File: src/rtl/imem_loader_pkg.sv
// Shared types and constants for the instruction-memory boot loader.
package imem_loader_pkg;

    localparam int          LEN_W    = 16;
    localparam logic [31:0] NOP_INSN = 32'h0000_0013;

    typedef enum logic [3:0] {
        IDLE,
        LEN_LO,
        LEN_HI,
        DATA,
        WRITE,
        CHECK,
        FILL,
        DONE,
        ERR
    } loader_state_e;

endpackage

File: src/rtl/imem_loader_if.sv
// Byte-stream receive link plus imem write port, as seen by the loader (master) and its peer (slave).
interface imem_loader_if #(
    parameter int ADDR_W = 4
);
    logic [7:0]        rx_data;
    logic              rx_valid;
    logic              rx_ready;
    logic              mem_we;
    logic [ADDR_W-1:0] mem_waddr;
    logic [31:0]       mem_wdata;

    modport master (
        input  rx_data, rx_valid,
        output rx_ready, mem_we, mem_waddr, mem_wdata
    );

    modport slave (
        output rx_data, rx_valid,
        input  rx_ready, mem_we, mem_waddr, mem_wdata
    );
endinterface

File: src/rtl/imem_word_packer.sv
// Packs four byte transfers little-endian into one 32-bit word; word_valid_o pulses with the 4th byte.
module imem_word_packer (
    input  logic        clk,
    input  logic        rst_n,
    input  logic        clear_i,
    input  logic        byte_valid_i,
    input  logic [7:0]  byte_i,
    output logic        word_valid_o,
    output logic [31:0] word_o
);

    logic [1:0]  cnt_q, cnt_d;
    logic [23:0] sh_q,  sh_d;

    // NOTE: every variable gets a default at the top of always_comb, otherwise a path that skips it infers a latch.
    always_comb begin
        cnt_d = cnt_q;
        sh_d  = sh_q;
        if (clear_i) begin
            cnt_d = '0;
            sh_d  = '0;
        end else if (byte_valid_i) begin
            cnt_d = cnt_q + 2'd1;
            sh_d  = {byte_i, sh_q[23:8]};
        end
    end

    // The fourth byte bypasses the register so the word is ready in the same cycle.
    assign word_valid_o = byte_valid_i && !clear_i && (cnt_q == 2'd3);
    assign word_o       = {byte_i, sh_q};

    // NOTE: sequential state uses non-blocking assignments so every flop samples pre-edge values.
    always_ff @(posedge clk or negedge rst_n) begin
        if (!rst_n) begin
            cnt_q <= '0;
            sh_q  <= '0;
        end else begin
            cnt_q <= cnt_d;
            sh_q  <= sh_d;
        end
    end

endmodule

File: src/rtl/imem_loader.sv
// Boot loader: length-prefixed byte stream -> imem words, NOP-filled tail, core held until complete.
// Optional trailing checksum byte is enabled by defining IMEM_LOADER_CHECKSUM_EN.
module imem_loader
    import imem_loader_pkg::*;
#(
    parameter int DEPTH  = 16,
    parameter int ADDR_W = $clog2(DEPTH)
) (
    input  logic             clk,
    input  logic             rst_n,
    input  logic             start,
    imem_loader_if.master    bus,
    output logic             busy,
    output logic             done,
    output logic             error,
    output logic             cpu_hold
);

    loader_state_e     state_q;
    logic [LEN_W-1:0]  len_q;
    logic [ADDR_W:0]   widx_q;
    logic              rx_ready_q;
    logic              mem_we_q;
    logic [ADDR_W-1:0] waddr_q;
    logic [31:0]       wdata_q;
    logic              busy_q, done_q, error_q, cpu_hold_q;
`ifdef IMEM_LOADER_CHECKSUM_EN
    logic [7:0]        sum_q;
    logic [7:0]        sum_next;
`endif

    logic              rx_fire;
    logic              start_ok;
    logic              word_valid;
    logic [31:0]       word;
    logic [LEN_W-1:0]  len_full;
    logic [ADDR_W:0]   widx_inc;
    logic              last_word;

    assign rx_fire   = bus.rx_valid && rx_ready_q;
    assign start_ok  = start && (state_q == IDLE || state_q == DONE || state_q == ERR);
    assign len_full  = {bus.rx_data, len_q[7:0]};
    assign widx_inc  = widx_q + (ADDR_W+1)'(1);
    assign last_word = (LEN_W'(widx_inc) == len_q);
`ifdef IMEM_LOADER_CHECKSUM_EN
    assign sum_next  = sum_q + bus.rx_data;
`endif

    imem_word_packer u_packer (
        .clk          (clk),
        .rst_n        (rst_n),
        .clear_i      (start_ok),
        .byte_valid_i (rx_fire && (state_q == DATA)),
        .byte_i       (bus.rx_data),
        .word_valid_o (word_valid),
        .word_o       (word)
    );

    // NOTE: the write-port registers are reset as well, so address/data read zero out of reset.
    always_ff @(posedge clk or negedge rst_n) begin
        if (!rst_n) begin
            state_q    <= IDLE;
            len_q      <= '0;
            widx_q     <= '0;
            rx_ready_q <= 1'b0;
            mem_we_q   <= 1'b0;
            waddr_q    <= '0;
            wdata_q    <= '0;
            busy_q     <= 1'b0;
            done_q     <= 1'b0;
            error_q    <= 1'b0;
            cpu_hold_q <= 1'b1;
`ifdef IMEM_LOADER_CHECKSUM_EN
            sum_q      <= '0;
`endif
        end else begin
            mem_we_q <= 1'b0;
            case (state_q)
                IDLE, DONE, ERR: begin
                    if (start) begin
                        state_q    <= LEN_LO;
                        rx_ready_q <= 1'b1;
                        busy_q     <= 1'b1;
                        done_q     <= 1'b0;
                        error_q    <= 1'b0;
                        cpu_hold_q <= 1'b1;
                        widx_q     <= '0;
`ifdef IMEM_LOADER_CHECKSUM_EN
                        sum_q      <= '0;
`endif
                    end
                end
                LEN_LO: begin
                    if (rx_fire) begin
                        len_q   <= {8'h00, bus.rx_data};
                        state_q <= LEN_HI;
                    end
                end
                LEN_HI: begin
                    if (rx_fire) begin
                        len_q <= len_full;
                        if (len_full > LEN_W'(DEPTH)) begin
                            state_q    <= ERR;
                            rx_ready_q <= 1'b0;
                            busy_q     <= 1'b0;
                            error_q    <= 1'b1;
                        end else if (len_full == '0) begin
`ifdef IMEM_LOADER_CHECKSUM_EN
                            state_q    <= CHECK;
`else
                            state_q    <= FILL;
                            rx_ready_q <= 1'b0;
                            mem_we_q   <= 1'b1;
                            waddr_q    <= '0;
                            wdata_q    <= NOP_INSN;
`endif
                        end else begin
                            state_q <= DATA;
                        end
                    end
                end
                DATA: begin
                    if (rx_fire) begin
`ifdef IMEM_LOADER_CHECKSUM_EN
                        sum_q <= sum_next;
`endif
                        if (word_valid) begin
                            state_q    <= WRITE;
                            rx_ready_q <= 1'b0;
                            mem_we_q   <= 1'b1;
                            waddr_q    <= widx_q[ADDR_W-1:0];
                            wdata_q    <= word;
                        end
                    end
                end
                WRITE: begin
                    widx_q <= widx_inc;
                    if (!last_word) begin
                        state_q    <= DATA;
                        rx_ready_q <= 1'b1;
                    end else begin
`ifdef IMEM_LOADER_CHECKSUM_EN
                        state_q    <= CHECK;
                        rx_ready_q <= 1'b1;
`else
                        if (len_q == LEN_W'(DEPTH)) begin
                            state_q    <= DONE;
                            busy_q     <= 1'b0;
                            done_q     <= 1'b1;
                            cpu_hold_q <= 1'b0;
                        end else begin
                            state_q  <= FILL;
                            mem_we_q <= 1'b1;
                            waddr_q  <= len_q[ADDR_W-1:0];
                            wdata_q  <= NOP_INSN;
                        end
`endif
                    end
                end
`ifdef IMEM_LOADER_CHECKSUM_EN
                CHECK: begin
                    if (rx_fire) begin
                        rx_ready_q <= 1'b0;
                        if (sum_next != 8'h00) begin
                            state_q <= ERR;
                            busy_q  <= 1'b0;
                            error_q <= 1'b1;
                        end else if (len_q == LEN_W'(DEPTH)) begin
                            state_q    <= DONE;
                            busy_q     <= 1'b0;
                            done_q     <= 1'b1;
                            cpu_hold_q <= 1'b0;
                        end else begin
                            state_q  <= FILL;
                            mem_we_q <= 1'b1;
                            waddr_q  <= len_q[ADDR_W-1:0];
                            wdata_q  <= NOP_INSN;
                        end
                    end
                end
`endif
                FILL: begin
                    // The write at waddr_q happens this cycle; stop once the top word is covered.
                    if (waddr_q == ADDR_W'(DEPTH - 1)) begin
                        state_q    <= DONE;
                        busy_q     <= 1'b0;
                        done_q     <= 1'b1;
                        cpu_hold_q <= 1'b0;
                    end else begin
                        mem_we_q <= 1'b1;
                        waddr_q  <= waddr_q + ADDR_W'(1);
                    end
                end
                default: begin
                    state_q    <= IDLE;
                    rx_ready_q <= 1'b0;
                    busy_q     <= 1'b0;
                end
            endcase
        end
    end

    assign bus.rx_ready  = rx_ready_q;
    assign bus.mem_we    = mem_we_q;
    assign bus.mem_waddr = waddr_q;
    assign bus.mem_wdata = wdata_q;
    assign busy          = busy_q;
    assign done          = done_q;
    assign error         = error_q;
    assign cpu_hold      = cpu_hold_q;

endmodule

File: src/flat_wrapper.sv
// flat-port wrapper written by rule: the top's interface ports become plain ports
module imem_loader_flat import imem_loader_pkg::*;
#(
    parameter int DEPTH  = 16,
    parameter int ADDR_W = $clog2(DEPTH)
)
  (clk, rst_n, start, busy, done, error, cpu_hold, bus_rx_data, bus_rx_valid, bus_rx_ready, bus_mem_we, bus_mem_waddr, bus_mem_wdata);
  imem_loader_if #(.ADDR_W(ADDR_W)) bus_i ();
  input  logic clk;
  input  logic rst_n;
  input  logic start;
  output logic busy;
  output logic done;
  output logic error;
  output logic cpu_hold;
  input wire logic [$bits(bus_i.rx_data)-1:0] bus_rx_data;
  input wire logic [$bits(bus_i.rx_valid)-1:0] bus_rx_valid;
  output wire logic [$bits(bus_i.rx_ready)-1:0] bus_rx_ready;
  output wire logic [$bits(bus_i.mem_we)-1:0] bus_mem_we;
  output wire logic [$bits(bus_i.mem_waddr)-1:0] bus_mem_waddr;
  output wire logic [$bits(bus_i.mem_wdata)-1:0] bus_mem_wdata;
  assign bus_i.rx_data = bus_rx_data;
  assign bus_i.rx_valid = bus_rx_valid;
  assign bus_rx_ready = bus_i.rx_ready;
  assign bus_mem_we = bus_i.mem_we;
  assign bus_mem_waddr = bus_i.mem_waddr;
  assign bus_mem_wdata = bus_i.mem_wdata;
  imem_loader #(.DEPTH(DEPTH), .ADDR_W(ADDR_W)) u_core (.clk(clk), .rst_n(rst_n), .start(start), .bus(bus_i), .busy(busy), .done(done), .error(error), .cpu_hold(cpu_hold));
endmodule
File: config.mk
export PLATFORM = sky130hd
export DESIGN_NAME = imem_loader_flat
export DESIGN_NICKNAME = d
export VERILOG_FILES = /design/src/rtl/imem_loader_pkg.sv /design/src/rtl/imem_loader_if.sv /design/src/rtl/imem_word_packer.sv /design/src/rtl/imem_loader.sv /design/src/flat_wrapper.sv
export SDC_FILE = /design/constraint.sdc
export NUM_CORES = 1
export LEC_CHECK = 0
export CORE_MARGIN = 8
export CORE_UTILIZATION = 35
export DETAILED_ROUTE_END_ITERATION = 7
export GPL_TIMING_DRIVEN = 0
export SYNTH_ARGS = -nofsm -noshare
export SYNTH_HDL_FRONTEND = slang
export SYNTH_SLANG_ARGS = --single-unit
File: constraint.sdc
create_clock -name clk -period 3 [get_ports clk]
set_input_delay 0.6 -clock clk [delete_from_list [all_inputs] [get_ports clk]]
set_output_delay 0.6 -clock clk [all_outputs]
set_load 0.005 [all_outputs]
---- Yosys cells after proc, flatten, opt, wreduce, memory -nomap -nowiden ----
Index checks and enable logic that the tools add are counted.
word-level totals
  RAM bits ................................ 0
  logic and storage cells ................. 146
  memories ................................ 0
  latch bits .............................. 0
  register bits after elaboration ......... 93
  bits of input ports ..................... 12
  memory bits (read-only) ................. 0
  output and inout port bits .............. 42
cells by class
  add/sub/neg operators ................... 3
  divide/modulo/power cells ............... 0
  equal/unequal tests ..................... 26
  muxes and demuxes ....................... 69
  magnitude comparators ................... 1
  reductions and logical operators ........ 30
  multipliers ............................. 0
  shift operators ......................... 0
  bitwise logic cells ..................... 3
operators with widths
  operator                                                                          number
  32-bit 2-to-1 mux                                                                 7
  32-bit one-hot mux with 3 select lines                                            1
  4-bit 2-to-1 mux                                                                  16
  24-bit 2-to-1 mux                                                                 2
  16-bit 2-to-1 mux                                                                 2
  16-bit one-hot mux with 2 select lines                                            1
  1-bit 2-to-1 mux                                                                  27
  4-bit one-hot mux with 6 select lines                                             1
  16-bit by 5-bit equality test with 1-bit output, second input constant            1
  5-bit by 16-bit equality test with 1-bit output                                   1
  16-bit by 5-bit greater-than comparator with 1-bit output, second input constant  1
  16-bit zero test                                                                  1
  2-bit by 1-bit inequality test with 1-bit output, second input constant           8
  4-bit one-hot mux with 4 select lines                                             1
  7-bit AND reduction                                                               2
  4-bit by 3-bit equality test with 1-bit output, second input constant             3
  2-bit inequality test, second input constant                                      6
  1-bit one-hot mux with 5 select lines                                             2
  5-bit one-hot mux with 2 select lines                                             1
  9-bit AND reduction                                                               1
  4-bit by 2-bit equality test with 1-bit output, second input constant             2
  4-bit equality test, second input constant                                        2
  8-bit AND reduction                                                               1
  2-bit nonzero test                                                                4
  26 further kinds                                                                  38

---- Longest topological paths before layout ----
  word-level depth ........................ 10
  gate-level depth with buffers ........... 8
  depth with buffers taken out ............ 7

---- By module ----
Synthesis repeated with hierarchy kept, for this count alone.
unflattened totals
  cell total of the unflattened synthesis .. 451
  area, all modules ....................... 4526.8 µm²
by module, submodules not included
  module            area an instance (µm²)  cells an instance  times used  sequential area each (µm²)
  imem_loader       3370.7                  356                1           1677.9
  imem_word_packer  1156.1                  95                 1           650.6

---- Least setup slack after synthesis ----
Ideal clock, no wire load.
  kind .................................... register -> register
  from .................................... register u_core.widx_q[0]
  to ...................................... register u_core.waddr_q[0] (netlist: u_core.bus.mem_waddr[0])
  stages on the path, launching flop included .. 8
  arrival ................................. 2.055 ns
  setup time .............................. 0.128 ns
  buffers on the path ..................... 0
  slack ................................... 0.817 ns
  cell sequence ........................... dfrtp_1 > ha_1 > xor2_1 > nand3b_1 > nor4bb_1 > a31oi_2 > nand2_2 > mux2_1
between the ends
  cells in the longest elaborated chain, start to end .. 4
  elaborated cells on any way between the ends .. 7
ends and longest elaborated chain
  item                                                               RTL line            text
  from (decl)                                                        imem_loader.sv:21   logic [ADDR_W:0] widx_q;
  from (signal assigned)                                             imem_loader.sv:137  widx_q <= widx_inc;
  5-bit by 1-bit adder with 5-bit output                             imem_loader.sv:43   assign widx_inc = widx_q + (ADDR_W+1)'(1);
  5-bit by 16-bit equality test with 1-bit output                    imem_loader.sv:44   assign last_word = (LEN_W'(widx_inc) == len_q);
  2-bit by 1-bit inequality test with 1-bit output (no source line)  --
  9-bit AND reduction (no source line)                               --
  to (signal assigned)                                               imem_loader.sv:131  waddr_q <= widx_q[ADDR_W-1:0];
  to (signal assigned)                                               imem_loader.sv:154  waddr_q <= len_q[ADDR_W-1:0];
  to (signal assigned)                                               imem_loader.sv:191  waddr_q <= waddr_q + ADDR_W'(1);
  to (decl)                                                          imem_loader.sv:24   logic [ADDR_W-1:0] waddr_q;
Parallel ways exist; a longest one is shown, timed or not. The select of a mux whose other input is x is not followed.
A chain may end at the register's enable or synchronous reset.

---- Worst setup path after layout ----
  from .................................... register u_core.widx_q[0]
  to ...................................... register u_core.wdata_q[26] (netlist: u_core.bus.mem_wdata[26])
between the ends
  cells in the longest elaborated chain, start to end .. 4
ends and longest elaborated chain
  item                                                               RTL line            text
  5-bit by 1-bit adder with 5-bit output                             imem_loader.sv:43
  5-bit by 16-bit equality test with 1-bit output                    imem_loader.sv:44
  2-bit by 1-bit inequality test with 1-bit output (no source line)  --
  8-bit AND reduction (no source line)                               --
  to (signal assigned)                                               imem_loader.sv:132  wdata_q <= word;
  to (decl)                                                          imem_loader.sv:25   logic [31:0] wdata_q;
No other way between the ends.

==> summary.md <==
| Metric | Value |
|---|---|
| Die width | about 130 um |
| Crit path launch type | flip-flop |
| All-Layer GR Usage | between 10 and 15% |
| # rows | 40 |
| IO buf count | 52 |
| H-tree depth | 3 |
| Least-Margin Pin Slew | between 1 and 1.5 ns |
| Synthesized area per cell | about 10 um^2 |
| Hold buffers post-CTS | 0 |
| Placed Cells | 604 |
| Initial antenna violation count | 0 |
| Clk buf depth | 2 |
| Slew Limit Fails | 0 |
| Initial DRC Count | about 220 |
| Yosys reg bits | between 90 and 100 |
| Met3 Usage GRT | under 10% |
| CTS tree | done |
| GR Util met1 | between 10% and 20% |
| Nets@finish | 483 |
| Die H | about 130 um |
| Initial Utilization | about a third |
| Vias in the first global route | about 3300 |
| Die footprint | 15660 um^2 |
| Core area | between 10000 and 15000 um^2 |
| Max Fclk | slightly below 400 MHz |
| WP data arrival | between 2 and 3 ns |
| Overflow after GRT | 0 |
| Number of primary I/O pins | 54 |
| Post-Syn Nets | between 400 and 500 |
| P&R area growth vs syn | 24.87% |
| Clock latency on the worst-skew pair | roughly 0.34 ns |
| Met2 usage | between 20 and 25% |
| CTS Sinks | between 90 and 100 |
| Leading area contributor after synthesis | dfrtp_1 |
| Tcrit/Tclk final | between 80 and 90% |
| Yosys top cell area share | a little under three fifths |
| Period minus WS final | between 2 and 3 ns |
| Setup Viol. Count Final | 0 |
| Ys Warns | 0 |
| Most common flop cell mapped by yosys | dfrtp_1 |
| Worst reg2reg startpoint | u_core.widx_q[0]$_DFFE_PN0P_ |
| Reg2Reg Depth | 7 |
| Worst path slowest cell | nor4bb_1 |
| DP Wirelength | 7.645 mm |
| Share of cells above drive strength 1 | under 10% |
| # resized after CTS | 0 |
| Critical path cell sequence | ha_1, xor2_1, xnor2_1, nor4bb_1, a31oi_2, clkbuf_1, a22o_1 |
| Final WL | about 11 mm |
| Hold WS | approximately 0.15 ns |
| Post-route insts no fill | 620 |
| Setup Skew | about 0.0085 ns |
| Detail Route Antenna Nets | 0 |
| Number of buffers and inverters on the critical path | 1 |
| Kind of cell adding the most delay to the critical path | compound AO/OA/AOI/OAI gates |
| Hold Crit Class | input pin to async pin |
| Wire length of the first global-routing pass | between 15 and 20 mm |
| Vias/cell | about 5.4 |
| RSZ-0062 raised after global routing | false |
| Vias | between 3000 and 4000 |
| CP Max Fanout | 10 |
| Gr busiest metal | met2 |
| Reg-to-reg critical path endpoint | u_core.bus.mem_wdata[26]$_DFFE_PN0P_ |
| Status | finished clean |
| Mapped Area | roughly 4200 um^2 |
| Largest stage delay on the critical path | 0.45 ns |
| WL/cell | 17.33 um |
| Crit path from | u_core.widx_q[0]$_DFFE_PN0P_ |
| WS Path Type | flip-flop to flip-flop |
| Top cells by area, synth | dfrtp_1 55%, a22o_1 8.4%, nand2_1 6.2% |
| Antenna fix cells | 0 |
| Static leakage | 2.278 nW |
| Gpl congestion | 0.8979 |
| Clock Tree Root | clkbuf_16 |
| Number of flops mapped to enable cells by yosys | 0 |
| Setup crit end kind | flip-flop |
| Synth Instances | 404 |
| Max_slew headroom | 26.35% |
| CTS clk-pin slew, worst paths | approximately 0.070 ns |
| Endpoints failing hold | 0 |
| Post-synth top cells | 92 x dfrtp_1, 69 x nand2_1, 40 x a22o_1 |
| CP required | about 3.2 ns |
| Seq/Total Area, Yosys | about 56% |
| Most instantiated library cell after synthesis | dfrtp_1 |
| Setup bufs post-CTS | 0 |
| # fillers | between 1000 and 1500 |
| Pwr per Cell Area | between 800 and 900 nW/um^2 |
| Number of max-cap violations | 0 |
| Largest net degree at the start of global routing | 74 |
| Num CTS Buffers | 9 |
| Number of remaining DRC errors | 0 |
| Worst VDD drop | about 0.35 mV |
| Drt first pass iters | 4 |
| Synth cell types | 50 |
| Ys async rst share | 100.0% |
| R2R Setup Slk | around 0.42 ns |
routing by layer:
metal,up-vias,part of all wire (%)
met5,-,0
met4,0,1.2
met3,8,4.9
met2,79,46
met1,1693,48
li1,1585,-
cells by family after synthesis:
kind of cell,Yosys count,synth area share (%)
xor gates and xnor gates,11,2.310
buffers and inverters,33,3.240
adders and majority gates,3,0.9002
AOI/OAI and AO/OA,114,19.11
muxes,13,3.480
and+or+nand+nor,137,15.12
DFF,93,55.84
worst reg2reg max path: cells and delay by family, from the launching register on:
family          cells  cell delay, ns
flops               1            0.44
xor+xnor            2            0.38
compound gates      2            0.57
fa+ha+maj           1            0.29
buf+inv             1            0.35
simple gates        1            0.45
layout make-up:
class                           instances  area [um^2]  share of cell area (%)
Sequential cell                        93         2328                   44.71
Buffer                                 24        101.3                   1.946
Inverter                                9        33.78                  0.6487
Multi-Input combinational cell        278         1707                   32.77
Tap cell                              147        183.9                   3.532
Timing Repair Buffer                   53        545.5                   10.48
Clock inverter                          6        68.82                   1.321
Clock buffer                           10        239.0                   4.589
power breakdown:
group | leakage, nW | switching, mW | internal [mW]
Sequential | 1.24 | 0.240 | 1.56
Combinational | 0.882 | 0.767 | 0.688
Clock | 0.155 | 0.490 | 0.676
Total | 2.28 | 1.50 | 2.92
flip-flops by register name, indices dropped and copies added, names as in the netlist:
name,cells
u_core.bus.mem_waddr,4
u_core.state_q,4
u_core.cpu_hold,1
u_core.u_packer.sh_q,24
u_core.error,1
u_core.bus.mem_wdata,32
u_core.busy,1
u_core.bus.mem_we,1
u_core.bus.rx_ready,1
u_core.len_q,16
u_core.done,1
u_core.widx_q,5
u_core.u_packer.cnt_q,2
worst max path at each step:
stage,to,depth (start not counted)
after floorplan,u_core.bus.mem_waddr[0]$_DFFE_PN0P_,7
after global placement,u_core.done$_DFFE_PN0P_,1
after detailed placement,u_core.bus.mem_wdata[28]$_DFFE_PN0P_,7
after CTS,u_core.bus.mem_wdata[28]$_DFFE_PN0P_,7
after global routing,u_core.bus.mem_wdata[26]$_DFFE_PN0P_,7
final,u_core.bus.mem_wdata[26]$_DFFE_PN0P_,7
through the flow:
stage	area [um^2]	util (%)	setup slack [ns]	total power [mW]	TNS, ns
after floorplan	4170	-	0.8173	2.661	0
final	5207	44.09	0.4175	4.417	0
after global placement	4875	41.27	-2.086	3.237	-192.35
after CTS	5207	44.09	0.3927	4.435	0
after detailed placement	4900	41.48	0.05022	3.252	0
after global routing	5207	44.09	0.2426	4.673	0
placed cells by master, fill, tap and decap left out, drive strengths merged, types with 2 or more instances in the layout:
master         Yosys  layout
xor2               6       6
nor3b              2       2
nor2              22      22
a2111oi            2       2
mux2              12      12
o211ai             2       2
xnor2              5       5
and2               3       3
ha                 3       3
o21ai             40      40
buf                9      11
dfrtp             92      92
nand3             12      12
clkdlybuf4s50      0      51
a21oi             10      10
nand2             70      70
a31oi              3       3
nor2b              3       3
nor4               7       7
inv                8      10
nand4              2       2
o31ai              4       4
and3b              2       2
o22ai              2       2
nand2b             3       3
nor3               5       5
clkinv             1       4
nor4bb             2       2
a221o              2       2
a22o              40      40
or3                2       2
clkbuf            15      25
Power figures use the tool's default switching activity.
